File: src/rtl/pipe_hazard_ctrl_if.sv
// Hazard-control bundle between the 5-stage core datapath and pipe_hazard_ctrl.
// The slave modport is the controller; the master side drives the stall and event inputs.
interface pipe_hazard_ctrl_if #(
  parameter int CNT_W = 32
);
  logic             imem_ready_i;
  logic             load_use_i;
  logic             dmem_req_i;
  logic             dmem_ack_i;
  logic             mdu_start_i;
  logic             mdu_done_i;
  logic             redirect_i;
  logic             trap_i;
  logic             halt_req_i;
  logic             resume_i;
  logic             pc_en_o;
  logic             en_ifid_o;
  logic             clr_ifid_o;
  logic             en_idex_o;
  logic             clr_idex_o;
  logic             en_exmem_o;
  logic             clr_exmem_o;
  logic             en_memwb_o;
  logic             clr_memwb_o;
  logic             mdu_kill_o;
  logic             halted_o;
  logic [CNT_W-1:0] stall_cycles_o;

  modport master (
    output imem_ready_i, load_use_i, dmem_req_i, dmem_ack_i, mdu_start_i,
           mdu_done_i, redirect_i, trap_i, halt_req_i, resume_i,
    input  pc_en_o, en_ifid_o, clr_ifid_o, en_idex_o, clr_idex_o,
           en_exmem_o, clr_exmem_o, en_memwb_o, clr_memwb_o,
           mdu_kill_o, halted_o, stall_cycles_o
  );

  modport slave (
    input  imem_ready_i, load_use_i, dmem_req_i, dmem_ack_i, mdu_start_i,
           mdu_done_i, redirect_i, trap_i, halt_req_i, resume_i,
    output pc_en_o, en_ifid_o, clr_ifid_o, en_idex_o, clr_idex_o,
           en_exmem_o, clr_exmem_o, en_memwb_o, clr_memwb_o,
           mdu_kill_o, halted_o, stall_cycles_o
  );
endinterface

File: src/rtl/pipe_hazard_ctrl.sv
// Stall/flush sequencer for the 5-stage core: per-bank enable/clear, PC enable,
// multicycle-unit tracking, debug halt/drain FSM and a saturating stall-cycle counter.
module pipe_hazard_ctrl #(
  parameter int CNT_W     = 32,
  parameter int DRAIN_CYC = 3
) (
  input logic              clk,
  input logic              reset,
  pipe_hazard_ctrl_if.slave hz
);
  localparam int DW = $clog2(DRAIN_CYC + 2);

  typedef enum logic [1:0] {S_RUN, S_DRAIN, S_HALTED} state_t;

  state_t           r_state, w_next;
  logic             r_mdu_busy;
  logic             r_halted;
  logic [DW-1:0]    r_drain_cnt, w_drain_nxt;
  logic [CNT_W-1:0] r_stall_cnt;

  logic       w_mem_stall, w_ex_stall, w_force_pc;
  logic       w_pc, w_kill;
  logic [3:0] w_en, w_clr; // bit 0 IF/ID, 1 ID/EX, 2 EX/MEM, 3 MEM/WB

  assign w_mem_stall = hz.dmem_req_i & ~hz.dmem_ack_i;
  assign w_ex_stall  = (hz.mdu_start_i | r_mdu_busy) & ~hz.mdu_done_i;
  assign w_force_pc  = hz.trap_i | (hz.redirect_i & ~w_mem_stall & ~w_ex_stall);

  always_comb begin
    w_pc        = 1'b1;
    w_en        = 4'b1111;
    w_clr       = 4'b0000;
    w_kill      = 1'b0;
    w_next      = r_state;
    w_drain_nxt = r_drain_cnt;

    if (hz.trap_i) begin
      w_clr  = 4'b1111;
      w_kill = r_mdu_busy;
    end else if (w_mem_stall) begin
      w_pc  = 1'b0;
      w_en  = 4'b1000;
      w_clr = 4'b1000;
    end else if (w_ex_stall) begin
      w_pc  = 1'b0;
      w_en  = 4'b1100;
      w_clr = 4'b0100;
    end else if (hz.redirect_i) begin
      w_clr = 4'b0011;
    end else if (hz.load_use_i) begin
      w_pc  = 1'b0;
      w_en  = 4'b1110;
      w_clr = 4'b0010;
    end else if (!hz.imem_ready_i) begin
      w_pc  = 1'b0;
      w_clr = 4'b0001;
    end

    case (r_state)
      S_RUN: begin
        if (hz.halt_req_i) begin
          w_next      = S_DRAIN;
          w_drain_nxt = DW'(DRAIN_CYC);
        end
      end
      S_DRAIN: begin
        // Fetch is stopped; an advancing IF/ID takes a bubble instead of a new instruction.
        if (!w_force_pc) begin
          w_pc = 1'b0;
          if (w_en[0]) w_clr[0] = 1'b1;
        end
        if (!w_mem_stall && !w_ex_stall) begin
          if (r_drain_cnt <= DW'(1)) begin
            w_next      = S_HALTED;
            w_drain_nxt = '0;
          end else begin
            w_drain_nxt = r_drain_cnt - DW'(1);
          end
        end
      end
      S_HALTED: begin
        w_pc   = 1'b0;
        w_en   = 4'b0000;
        w_clr  = 4'b0000;
        w_kill = 1'b0;
        if (hz.resume_i) w_next = S_RUN;
      end
      default: w_next = S_RUN;
    endcase
  end

  always_ff @(posedge clk or negedge reset) begin
    if (!reset) begin
      r_state     <= S_RUN;
      r_drain_cnt <= '0;
      r_halted    <= 1'b0;
      r_mdu_busy  <= 1'b0;
      r_stall_cnt <= '0;
    end else begin
      r_state     <= w_next;
      r_drain_cnt <= w_drain_nxt;
      r_halted    <= (w_next == S_HALTED);
      if (hz.trap_i || hz.mdu_done_i)
        r_mdu_busy <= 1'b0;
      else if (hz.mdu_start_i)
        r_mdu_busy <= 1'b1;
      if ((r_state == S_RUN) && !w_pc && (r_stall_cnt != '1))
        r_stall_cnt <= r_stall_cnt + 1'b1;
    end
  end

  // Controls are forced low for as long as reset is asserted, independent of the clock.
  assign hz.pc_en_o        = w_pc    & reset;
  assign hz.en_ifid_o      = w_en[0] & reset;
  assign hz.clr_ifid_o     = w_clr[0] & reset;
  assign hz.en_idex_o      = w_en[1] & reset;
  assign hz.clr_idex_o     = w_clr[1] & reset;
  assign hz.en_exmem_o     = w_en[2] & reset;
  assign hz.clr_exmem_o    = w_clr[2] & reset;
  assign hz.en_memwb_o     = w_en[3] & reset;
  assign hz.clr_memwb_o    = w_clr[3] & reset;
  assign hz.mdu_kill_o     = w_kill  & reset;
  assign hz.halted_o       = r_halted;
  assign hz.stall_cycles_o = r_stall_cnt;
endmodule
File: src/flat_wrapper.sv
// flat-port wrapper written by rule: the top's interface ports become plain ports
module pipe_hazard_ctrl_flat 
#(
  parameter int CNT_W     = 32,
  parameter int DRAIN_CYC = 3
)
  (clk, reset, hz_imem_ready_i, hz_load_use_i, hz_dmem_req_i, hz_dmem_ack_i, hz_mdu_start_i, hz_mdu_done_i, hz_redirect_i, hz_trap_i, hz_halt_req_i, hz_resume_i, hz_pc_en_o, hz_en_ifid_o, hz_clr_ifid_o, hz_en_idex_o, hz_clr_idex_o, hz_en_exmem_o, hz_clr_exmem_o, hz_en_memwb_o, hz_clr_memwb_o, hz_mdu_kill_o, hz_halted_o, hz_stall_cycles_o);
  pipe_hazard_ctrl_if #(.CNT_W(CNT_W)) hz_i ();
  input logic clk;
  input logic reset;
  input wire logic [$bits(hz_i.imem_ready_i)-1:0] hz_imem_ready_i;
  input wire logic [$bits(hz_i.load_use_i)-1:0] hz_load_use_i;
  input wire logic [$bits(hz_i.dmem_req_i)-1:0] hz_dmem_req_i;
  input wire logic [$bits(hz_i.dmem_ack_i)-1:0] hz_dmem_ack_i;
  input wire logic [$bits(hz_i.mdu_start_i)-1:0] hz_mdu_start_i;
  input wire logic [$bits(hz_i.mdu_done_i)-1:0] hz_mdu_done_i;
  input wire logic [$bits(hz_i.redirect_i)-1:0] hz_redirect_i;
  input wire logic [$bits(hz_i.trap_i)-1:0] hz_trap_i;
  input wire logic [$bits(hz_i.halt_req_i)-1:0] hz_halt_req_i;
  input wire logic [$bits(hz_i.resume_i)-1:0] hz_resume_i;
  output wire logic [$bits(hz_i.pc_en_o)-1:0] hz_pc_en_o;
  output wire logic [$bits(hz_i.en_ifid_o)-1:0] hz_en_ifid_o;
  output wire logic [$bits(hz_i.clr_ifid_o)-1:0] hz_clr_ifid_o;
  output wire logic [$bits(hz_i.en_idex_o)-1:0] hz_en_idex_o;
  output wire logic [$bits(hz_i.clr_idex_o)-1:0] hz_clr_idex_o;
  output wire logic [$bits(hz_i.en_exmem_o)-1:0] hz_en_exmem_o;
  output wire logic [$bits(hz_i.clr_exmem_o)-1:0] hz_clr_exmem_o;
  output wire logic [$bits(hz_i.en_memwb_o)-1:0] hz_en_memwb_o;
  output wire logic [$bits(hz_i.clr_memwb_o)-1:0] hz_clr_memwb_o;
  output wire logic [$bits(hz_i.mdu_kill_o)-1:0] hz_mdu_kill_o;
  output wire logic [$bits(hz_i.halted_o)-1:0] hz_halted_o;
  output wire logic [$bits(hz_i.stall_cycles_o)-1:0] hz_stall_cycles_o;
  assign hz_i.imem_ready_i = hz_imem_ready_i;
  assign hz_i.load_use_i = hz_load_use_i;
  assign hz_i.dmem_req_i = hz_dmem_req_i;
  assign hz_i.dmem_ack_i = hz_dmem_ack_i;
  assign hz_i.mdu_start_i = hz_mdu_start_i;
  assign hz_i.mdu_done_i = hz_mdu_done_i;
  assign hz_i.redirect_i = hz_redirect_i;
  assign hz_i.trap_i = hz_trap_i;
  assign hz_i.halt_req_i = hz_halt_req_i;
  assign hz_i.resume_i = hz_resume_i;
  assign hz_pc_en_o = hz_i.pc_en_o;
  assign hz_en_ifid_o = hz_i.en_ifid_o;
  assign hz_clr_ifid_o = hz_i.clr_ifid_o;
  assign hz_en_idex_o = hz_i.en_idex_o;
  assign hz_clr_idex_o = hz_i.clr_idex_o;
  assign hz_en_exmem_o = hz_i.en_exmem_o;
  assign hz_clr_exmem_o = hz_i.clr_exmem_o;
  assign hz_en_memwb_o = hz_i.en_memwb_o;
  assign hz_clr_memwb_o = hz_i.clr_memwb_o;
  assign hz_mdu_kill_o = hz_i.mdu_kill_o;
  assign hz_halted_o = hz_i.halted_o;
  assign hz_stall_cycles_o = hz_i.stall_cycles_o;
  pipe_hazard_ctrl #(.CNT_W(CNT_W), .DRAIN_CYC(DRAIN_CYC)) u_core (.clk(clk), .reset(reset), .hz(hz_i));
endmodule
File: config.mk
export PLATFORM = sky130hd
export DESIGN_NAME = pipe_hazard_ctrl_flat
export DESIGN_NICKNAME = d
export VERILOG_FILES = /design/src/rtl/pipe_hazard_ctrl_if.sv /design/src/rtl/pipe_hazard_ctrl.sv /design/src/flat_wrapper.sv
export SDC_FILE = /design/constraint.sdc
export NUM_CORES = 1
export LEC_CHECK = 0
export BUFFER_PORTS_ARGS = -buffer_cell sky130_fd_sc_hd__buf_4
export CORE_ASPECT_RATIO = 0.5
export CORE_MARGIN = 2
export CORE_UTILIZATION = 53
export CTS_CLUSTER_SIZE = 10
export DETAILED_ROUTE_END_ITERATION = 8
export GPL_TIMING_DRIVEN = 0
export PLACE_DENSITY_LB_ADDON = 0.25
export SYNTH_ARGS = -nofsm -noshare
export SYNTH_HDL_FRONTEND = slang
export SYNTH_SLANG_ARGS = --single-unit
File: constraint.sdc
create_clock -name clk -period 2.47 [get_ports clk]
set_input_delay 0.1235 -clock clk [delete_from_list [all_inputs] [get_ports clk]]
set_output_delay 0.1235 -clock clk [all_outputs]
set_load 0.03 [all_outputs]
# Word-level counts from Yosys, hierarchy flattened
# Cells that the tools add are included.
# classes
n_mul	0
n_addsub	2
n_div	0
eq_ne	6
n_bitwise	20
order_cmp	1
n_mux	37
n_reduce_logical	11
shifts	0
# ops
op	n
two-way mux 4 bit	10
adder 32 x 1 -> 32 bit, second input constant	1
!= test 32 bit, second input constant	1
two-way mux 1 bit	15
bitwise AND 1 bit	14
two-way mux 3 bit	4
two-way mux 2 bit	4
case mux 2 bit (3 select lines)	1
case mux 3 bit (2 select lines)	1
equality test 2 bit, second input constant	2
NOT 1 bit	4
case mux 1 bit (2 select lines)	2
nonzero test 2 bit	2
<= comparator 3 x 1 -> 1 bit, second input constant	1
logical AND 1 bit	3
zero test 1 bit	3
AND reduction 3 bit	1
subtractor 3 x 1 -> 3 bit, second input constant	1
equality test 2 x 1 -> 1 bit, second input constant	1
zero test 2 bit	1
!= test 2 x 1 -> 1 bit, second input constant	1
!= test 2 bit, second input constant	1
bitwise OR 1 bit	2
logical OR 1 bit	1
# totals
out_inout_bits	43
reg_bits	39
ramBits	0
memories	0
mem_bits_ro	0
latchBits	0
inputBits	12

# Logic depth before layout (Yosys ltp)
# Gate-level depths: netlist of run 1.
# logic_depth
word_depth	11
mapped_depth	9
depth_no_buf	8

# Worst setup path before layout of run 1
# OpenSTA, ideal clock, no wires.
# synth_timing
path_kind	flip-flop to flip-flop
start	register u_core.r_stall_cnt[0], in the netlist u_core.hz.stall_cycles_o[0]
end	register u_core.r_stall_cnt[24], in the netlist u_core.hz.stall_cycles_o[24]
t_arrival_ns	1.940
n_path_buf	0
path_stages_with_launch	8
setup_time_ns	0.135
setup_slack_ns	0.395
required_time_ns	2.335
path_cell_list	dfrtp_1 ha_1 nand3_1 nor2_2 and3b_4 nor3b_4 nand4_1 xnor2_1
# synth_via
elab_chain_cells	2
elab_cells_between_ends	3
cone_classes	add/sub: 1; eq/ne: 1; reduce/logical: 1
# synth_rtl
item	line	source
start, declared	pipe_hazard_ctrl.sv:19	logic [CNT_W-1:0] r_stall_cnt;
start signal, assigned	pipe_hazard_ctrl.sv:108	r_stall_cnt <= r_stall_cnt + 1'b1;
branches (longest 2 deep; another with adder 32 x 1 -> 32 bit)	--	
# Parallel ways; which one is timed is not known.
# A chain may end at the register's enable or synchronous reset.

# Final worst setup path of run 1
# layout_timing
start	register u_core.r_state[1]
end	register u_core.r_stall_cnt[24], in the netlist u_core.hz.stall_cycles_o[24]
# layout_via
elab_chain_cells	5
elab_cells_between_ends	7
cone_classes	eq/ne: 2; mux: 1; reduce/logical: 4
# layout_rtl
item	line	source
start, declared	pipe_hazard_ctrl.sv:15	state_t r_state, w_next;
start signal, assigned	pipe_hazard_ctrl.sv:100	r_state <= w_next;
equality test 2 bit or equality test 2 x 1 -> 1 bit (tied branches)	pipe_hazard_ctrl.sv:59	case (r_state)
case mux 1 bit (2 select lines)	pipe_hazard_ctrl.sv:59	
zero test 1 bit	pipe_hazard_ctrl.sv:107	if ((r_state == S_RUN) && !w_pc && (r_stall_cnt != '1))
logical AND 1 bit * (2 in series)	pipe_hazard_ctrl.sv:107	
# Mark *: on every way between the ends. The rest lies on a longest branch, timed or not.

==> metrics.csv, run 1 <==
metric,value,unit
status,finished clean,
ant_nets,0,
synth-edff-count,0,
p_leak,1.36,nW
vias,1714,
yosysMostFrequentCell,dfrtp_1,
syn-cell-area,2150,um^2
max_freq,462,MHz
wl,4260,um
min_path_type,in2reg,
overflow,0,
fin_nets,286,
critPathMaxStageDelay,0.40,ns
path_cells,"inv_1, ha_1, nor3b_1, nor3_1, o31ai_4, nor3b_4, nand4_1, xnor2_1",
yosys.area.top_type,dfrtp_1,
gp_congestion,0.806,
critPathKind,reg2reg,
cts_tree,done,
cts_made_buffers,5,
grt_max_degree,42,
yosysWarnings,0,
syn_nets,225,
max_slew.worst_pin.slew,0.614,ns
fp.coreArea,3900,um^2
worstPathRequired,2.65,ns
whs,0.101,ns
grt_use_total,20.4,%
synth-seq-cells,39,
synthCells,206,
place_hpwl,3190,um
yosys-top-cells-count,"dfrtp_1, xnor2_1, nand2_1",
viasPerCell,5.32,
die_h,49.0,um
cpMaxStageDelayCell,dfrtp_1,
rsz0062_at_grt,false,
drive_gt1_share,32.8,%
start_util,55.1,%
power.density,839,nW/um^2
drc,0,
htree_num_levels,2,
finalHoldViolCount,0,
period_needed,2.16,ns
synth_ff_type,dfrtp_1,
avgSynthCellArea,10.4,um^2
critPathLaunchType,flop,
synth_area_leaders,"dfrtp_1, xnor2_1, ha_1, nand4_1, nand3_1",
netlist.area_leader.share,45.4,%
cp_max_fo,7,
drv_cap,0,
fill_cells,290,
clock_path_buffers,2,
grt_pass1_wl,7400,um
cts_num_sinks,39,
antenna_found_initial,0,
drtIter0Drc,38,
cts_setup_buffers,0,
synthArstFlopShare,100,%
drv_slew,0,
fin_tns_setup,0,ns
slew-limit-headroom,58.8,%
worstPathArrival,2.34,ns
cts-root-buf,clkbuf_8,
vdd_drop_max,0.454,mV
diodes,0,
clk_pin_slew,0.08,ns
grt_pass1_vias,1678,
ys_seq_area_share,45.4,%
skew,0.0105,ns
report.final.setup_viol,0,
area_growth,27.6,%
finalCritPeriodShare,87.6,%
die_w,94.1,um
yosysUniqueCellTypes,40,
r2r_slack,0.31,ns
design.die.area,4610,um^2
place_inst,313,
dr.pass1.iters,4,
wl_per_cell,13.2,um
end_kind,flop,
io_pins,55,
portBuffers,53,
worstSkewPairLatency,0.29,ns
rows,16,
final_cell_count_no_fill,322,
-- worst max-delay path, delay by kind of cell, from the launching register on --
kind,cells,cell delay [ns]
compound gates,1,0.14
xor+xnor,1,0.15
fa+ha+maj,1,0.30
buf+inv,1,0.10
flops,1,0.40
simple gates,4,0.96
-- layer usage --
layer	GRT usage (%)	part of all wire (%)
met3	4.33	3.9
met4	7.97	1.0
met2	33.5	48
met1	26.6	47
met5	0	0
-- through the flow --
stage	power (W)	setup WS, ns	area, um^2	util (%)
after global placement	0.00174	0.336	2620	67.0
final	0.00230	0.306	2740	70.3
after detailed placement	0.00177	0.325	2620	67.0
after floorplan	0.00150	0.395	2150	-
after global routing	0.00246	0.115	2740	70.3
after CTS	0.00232	0.301	2740	70.3
-- path summary, 6_finish.rpt --
path / from / end / cells past startpoint
min in group asynchronous: reset / u_core.r_state[1] / 2
setup / recovery: u_core.r_state[1] / u_core.hz.stall_cycles_o[24] / 8
max in group asynchronous: reset / u_core.hz.stall_cycles_o[11] / 2
hold / removal: hz_trap_i / u_core.r_mdu_busy / 2
setup reg to reg: u_core.r_state[1] / u_core.hz.stall_cycles_o[24] / 8
hold reg to reg: u_core.hz.stall_cycles_o[29] / u_core.hz.stall_cycles_o[29] / 1
-- sequential cells by signal, indices dropped and copies added, names as in the netlist --
| signal | cells |
|---|---|
| u_core.r_state | 2 |
| u_core.hz.stall_cycles_o | 32 |
| u_core.r_mdu_busy | 1 |
| u_core.hz.halted_o | 1 |
| u_core.r_drain_cnt | 3 |
-- cell usage in the layout (no fill, tap or decap), drive strengths merged, types with 7 or more instances in the layout --
cell     n
and3     8
nand2   16
clkbuf   8
nand4   13
xor2     7
inv     12
buf     56
o21ai    7
nor2    17
xnor2   24
ha       7
nor3     9
dfrtp   39
nand3   14
-- report_power, final --
part	leakage (nW)	total (W)	switching (W)	internal (W)
Combinational	0.779	0.000919	0.000570	0.000348
Sequential	0.522	0.000837	0.000104	0.000733
Clock	0.0612	0.000545	0.000218	0.000327
-- final cells by class --
cell class / count / area [um^2] / share of cell area, %
Sequential cell: 39 / 976 / 35.6
Timing Repair Buffer: 54 / 408 / 14.9
Tap cell: 54 / 67.6 / 2.46
Buffer: 5 / 35.0 / 1.28
Inverter: 12 / 45.0 / 1.64
Multi-Input combinational cell: 150 / 1090 / 39.9
Clock buffer: 6 / 82.6 / 3.01
Clock inverter: 2 / 35.0 / 1.28
-- kinds of logic (layout without fill, tap and decap cells) --
logic type / after synthesis / in the layout / synth area share [%]
XOR/XNOR: 31 / 31 / 12.6
AO/OA/AOI/OAI: 25 / 25 / 8.85
AND/OR/NAND/NOR: 87 / 87 / 25.3
flip-flops: 39 / 39 / 45.4
adder cells (fa/ha/maj): 7 / 7 / 4.07
buffers and inverters: 17 / 79 / 3.72
-- timing repair --
action / 4_1_cts / 5_1_grt
gates resized for setup: 0 / 0
hold endpoints to repair: 39 / 0
hold buffers: 1 / 0
Power figures use the tool's default switching activity.
==> inputs of run 2 (changes only) <==
--- a/config.mk
+++ b/config.mk
@@ -11,8 +11,10 @@
 export CORE_UTILIZATION = 53
 export CTS_CLUSTER_SIZE = 10
 export DETAILED_ROUTE_END_ITERATION = 8
+export GPL_ROUTABILITY_DRIVEN = 0
 export GPL_TIMING_DRIVEN = 0
 export PLACE_DENSITY_LB_ADDON = 0.25
+export RECOVER_POWER = 50
 export SYNTH_ARGS = -nofsm -noshare
 export SYNTH_HDL_FRONTEND = slang
 export SYNTH_SLANG_ARGS = --single-unit
==> metrics.csv, run 2 (synthesis gave the netlist of run 1 again) <==
metric,value,unit
largest_reg_flops,32,
drtIter0Drc,46,
period_needed,2.17,ns
final_cell_mix,"dfrtp_1, buf_4, xnor2_1, clkbuf_1, nand2_1",
fin_tns_setup,0,ns
vias,1705,
worstPathArrival,2.35,ns
r2r_slack,0.30,ns
fp.coreArea,3900,um^2
place_hpwl,3190,um
drv_slew,0,
min_path_type,in2reg,
pre_cts_slack,0.325,ns
drive_gt1_share,25.0,%
cts_num_sinks,39,
diodes,0,
start_util,55.1,%
rr_startpoint,u_core.r_state[1],
max_slew.worst_pin.slew,0.615,ns
rsz0062_at_grt,false,
min_to,u_core.r_mdu_busy,
critPathLaunchType,flop,
cts_resized,0,
area_growth,23.9,%
cp_max_fo,7,
grt_use_total,20.4,%
skew,0.00995,ns
rows,16,
reg2reg_depth,8,
overflow,0,
worstReg2RegEnd,u_core.hz.stall_cycles_o[24],
max_freq,461,MHz
p_total,0.00230,W
cts_tree,done,
wl_per_cell,13.4,um
critPathKind,reg2reg,
grt_pass1_wl,7400,um
setup_slack,0.301,ns
finalCritPeriodShare,87.8,%
worstSkewPairLatency,0.29,ns
vdd_drop_max,0.468,mV
drc,0,
die_w,94.1,um
ant_nets,0,
hold_start,hz_trap_i,
cts-root-buf,clkbuf_8,
drv_cap,0,
fin_nets,286,
finalHoldViolCount,0,
p_leak,1.28,nW
final_common_cell,dfrtp_1,
viasPerCell,5.30,
clk_pin_slew,0.08,ns
clock_path_buffers,2,
htree_num_levels,2,
slew-limit-headroom,58.8,%
worstPathRequired,2.65,ns
die_h,49.0,um
fill_cells,319,
dr.pass1.iters,4,
grt_pass1_vias,1678,
power.density,862,nW/um^2
grt_max_degree,42,
wl,4320,um
min_path_cells,2,
design.die.area,4610,um^2
report.final.setup_viol,0,
io_pins,55,
status,finished clean,
end_kind,flop,
cts_made_buffers,5,
antenna_found_initial,0,
portBuffers,53,
[run 2: cell types whose count changed in the layout (fill, tap and decap cells not counted), sizes merged]
cell,before,now
clkbuf,8,28
buf,56,36
[run 2: critical path, cell delays in order, from the launching register on]
cell and delay (ns):
dfrtp_1 0.40, inv_1 0.10, ha_1 0.30, nor3b_1 0.05, nor3_1 0.34, o31ai_4 0.15
nor3b_4 0.40, nand4_1 0.17, xnor2_1 0.15
[run 2: stage by stage]
step / cell area, um^2 / hold WS [ns] / cells / utilization [%]
2_1_floorplan: 2150 / -0.172 / 206 / -
3_3_place_gp: 2620 / 0.129 / 313 / 67.0
3_5_place_dp: 2620 / 0.132 / 313 / 67.0
4_1_cts: 2740 / 0.0968 / 322 / 70.3
5_1_grt: 2660 / 0.140 / 322 / 68.2
6_report: 2660 / 0.106 / 322 / 68.2
[run 2: worst max-delay path by stage]
stage                                     start                           end  slack [ns]  cells past startpoint
floorplan           u_core.hz.stall_cycles_o[0]  u_core.hz.stall_cycles_o[24]        0.40                      7
global placement              u_core.r_state[1]  u_core.hz.stall_cycles_o[29]        0.34                      9
detailed placement            u_core.r_state[1]  u_core.hz.stall_cycles_o[24]        0.33                      8
CTS                           u_core.r_state[1]  u_core.hz.stall_cycles_o[24]        0.30                      8
global route                  u_core.r_state[1]  u_core.hz.stall_cycles_o[24]        0.12                      8
finish                        u_core.r_state[1]  u_core.hz.stall_cycles_o[24]        0.30                      8
[run 2: layout make-up]
type | instances | area, um^2 | area share [%]
inverter | 12 | 45.0 | 1.69
multi-input combinational | 150 | 1090 | 40.9
tap | 54 | 67.6 | 2.54
buffer | 5 | 35.0 | 1.32
timing repair buffer | 54 | 333 | 12.5
clock buffer | 6 | 82.6 | 3.10
sequential | 39 | 976 | 36.6
clock inverter | 2 | 35.0 | 1.32
[run 2: layer usage]
metal | routed length (um) | global-route usage, % | share of wire, %
met5 | 0 | 0 | 0
met4 | 31 | 7.97 | 0.72
met3 | 186 | 4.33 | 4.3
met2 | 2080 | 33.5 | 48
met1 | 2030 | 26.6 | 47
[run 2: timing repair]
action	CTS	global route
hold endpoints to repair	39	0
setup buffers	0	0
hold buffers	1	0
[run 2: power breakdown]
group,internal (W),switching [W],leakage (nW)
Combinational,0.000341,0.000572,0.695
Clock,0.000327,0.000219,0.0612
Sequential,0.000733,0.000104,0.522
Total,0.00140,0.000895,1.28
==> inputs of run 3 (changes only) <==
--- a/config.mk
+++ b/config.mk
@@ -5,10 +5,11 @@
 export SDC_FILE = /design/constraint.sdc
 export NUM_CORES = 1
 export LEC_CHECK = 0
+export ABC_AREA = 1
 export BUFFER_PORTS_ARGS = -buffer_cell sky130_fd_sc_hd__buf_4
 export CORE_ASPECT_RATIO = 0.5
 export CORE_MARGIN = 2
-export CORE_UTILIZATION = 53
+export CORE_UTILIZATION = 56
 export CTS_CLUSTER_SIZE = 10
 export DETAILED_ROUTE_END_ITERATION = 8
 export GPL_ROUTABILITY_DRIVEN = 0
==> metrics.csv, run 3 <==
metric,value,unit
viasPerCell,5.24,
skew,0.00938,ns
grt_use_total,27.1,%
yosysUniqueCellTypes,26,
io_pins,55,
rr_startpoint,u_core.hz.stall_cycles_o[0],
final_common_cell,nand2_1,
grt.met3_usage,4.33,%
cts_made_buffers,5,
path_delay_family,buffers and inverters,
drive_gt1_share,15.6,%
path_depth,10,
drv_slew,0,
synth-edff-count,0,
worstReg2RegEnd,u_core.hz.stall_cycles_o[24],
largest_reg_flops,32,
drc,0,
path_cells,"inv_1, ha_2, inv_1, nor2_1, nand3_1, nand2_1, nand2_1, clkbuf_2, nor2_1, buf_4",
reg2reg_depth,9,
fin_nets,511,
final_cell_mix,"nand2_1, nor2_1, dfrtp_1, buf_4, inv_1",
r2r_slack,0.35,ns
yosys.area.top_type,dfrtp_1,
top_usage_layer,met2,
switchingPower,0.00122,W
place_inst,554,
synth_ff_type,dfrtp_1,
start_util,58.5,%
use_met1,36.8,%
grt_max_degree,42,
syn-cell-area,2910,um^2
die_w,106,um
p_comb_share,47.3,%
area_growth,19.5,%
critPathBufInv,4,
rsz0062_at_grt,false,
postPlaceCellArea,3410,um^2
swShare,43.9,%
htree_num_levels,2,
cts_num_sinks,39,
avgSynthCellArea,6.77,um^2
fin_util,69.9,%
netlist.area_leader.share,33.5,%
dr.pass1.iters,6,
p_clk_share,23.1,%
cp-endpoint,hz_pc_en_o,
status,finished clean,
vdd_drop_max,0.730,mV
yosys-top-cells-count,"nand2_1, nor2_1, dfrtp_1",
critPathMaxStageDelay,0.41,ns
wl,7270,um
wl_per_cell,12.9,um
fin_tns_setup,0,ns
p_seq_share,29.5,%
report.final.setup_viol,0,
finalHoldViolCount,0,
max_freq,450,MHz
worstPathArrival,2.10,ns
design.die.area,5830,um^2
min_path_type,in2reg,
drv_cap,0,
grt_pass1_vias,2663,
p_int,0.00156,W
diodes,0,
fp.coreArea,4980,um^2
grt_pass1_wl,12200,um
ys_seq_area_share,33.5,%
cts-root-buf,clkbuf_8,
grtUsageMet2,47.2,%
critPathKind,reg2out,
clk_pin_slew,0.08,ns
vias,2951,
p_total,0.00279,W
portBuffers,54,
max_slew.worst_pin.slew,0.525,ns
die_h,55.0,um
cpMaxStageDelayCell,dfrtp_1,
synth_area_leaders,"dfrtp_1, nand2_1, nor2_1, nand3b_1, nand3_1",
synthCells,430,
cts_tree,done,
overflow,0,
synthArstFlopShare,100,%
worstSkewPairLatency,0.30,ns
synth-seq-cells,39,
cp_max_fo,10,
clock_path_buffers,2,
final_cell_count_no_fill,563,
period_needed,2.22,ns
power.density,801,nW/um^2
finalCritPeriodShare,89.9,%
finalInstanceArea,3480,um^2
worstPathRequired,2.35,ns
ant_nets,0,
yosysMostFrequentCell,nand2_1,
hold_start,hz_mdu_start_i,
antenna_found_initial,0,
place_hpwl,5480,um
critPathLaunchType,flop,
end_kind,primary output,
p_leak,1.72,nW
yosysWarnings,0,
crit_start,u_core.r_state[1],
drtIter0Drc,121,
rows,18,
slew-limit-headroom,65.0,%
syn_nets,449,
## run 3: cell types whose count changed after synthesis, moves of 4 or more
| cell | before | now |
|---|---|---|
| and3_1 | 4 | 0 |
| and3_2 | 4 | 0 |
| inv_1 | 12 | 25 |
| nand2_1 | 16 | 180 |
| nand2_2 | 0 | 4 |
| nand3_1 | 13 | 22 |
| nand3_2 | 1 | 10 |
| nand3b_1 | 0 | 15 |
| nor2_1 | 14 | 64 |
| nor3_1 | 4 | 0 |
| xnor2_1 | 24 | 6 |
## run 3: worst min path at each step
| stage | depth (start not counted) | endpoint | slack [ns] |
|---|---|---|---|
| after floorplan | 0 | u_core.hz.halted_o | -0.17 |
| after global placement | 1 | u_core.hz.halted_o | 0.14 |
| after detailed placement | 1 | u_core.hz.halted_o | 0.14 |
| after CTS | 3 | u_core.r_mdu_busy | 0.13 |
| after global routing | 3 | u_core.r_mdu_busy | 0.16 |
| final | 3 | u_core.r_mdu_busy | 0.12 |
## run 3: timing repair
item	in CTS	in global routing
setup buffers	0	0
resized for setup	0	3
endpoints found under the hold margin	39	0
hold buffers	1	0
endpoints found under the setup margin	0	1
## run 3: final cells by class
cell class | instances | area, um^2
Inverter | 27 | 101
Clock buffer | 6 | 72.6
Tap cell | 70 | 87.6
Sequential cell | 39 | 976
Clock inverter | 2 | 60.1
Timing Repair Buffer | 55 | 340
Buffer | 9 | 68.8
Multi-Input combinational cell | 355 | 1770
Fill cell | 468 | 1500
## run 3: cells by family after synthesis
group,synth area share (%)
buf+inv,5.80
fa+ha+maj,3.01
flops,33.5
simple gates,49.1
compound gates,3.74
xor+xnor,4.81
## run 3: per-stage QoR
step	hold WS (ns)	setup WS [ns]
after detailed placement	0.136	0.433
after global placement	0.136	0.421
after floorplan	-0.172	0.141
final	0.118	0.250
after global routing	0.156	0.0291
after CTS	0.128	0.121
## run 3: layer usage
metal	wire [um]	part of all wire (%)	vias to the layer above
met5	0	0	-
met4	80	1.1	0
met3	454	6.2	11
met2	3260	45	101
met1	3480	48	1352
li1	-	-	1487
## run 3: worst reg2reg max path, stage by stage (launching register included)
cell	delay, ns
dfrtp_1	0.50
ha_1	0.38
nand3_4	0.16
nor2_4	0.19
nand2_2	0.14
nor3_4	0.17
nand3_4	0.16
buf_6	0.20
nand3_2	0.08
nand2_1	0.05
## run 3: power groups by stage
stage	sequential (W)	clock [W]	combinational (W)
floorplan	0.000892	0	0.000879
global placement	0.000832	0	0.00128
detailed placement	0.000831	0	0.00131
CTS	0.000820	0.000644	0.00132
global route	0.000839	0.000674	0.00146
finish	0.000823	0.000645	0.00132
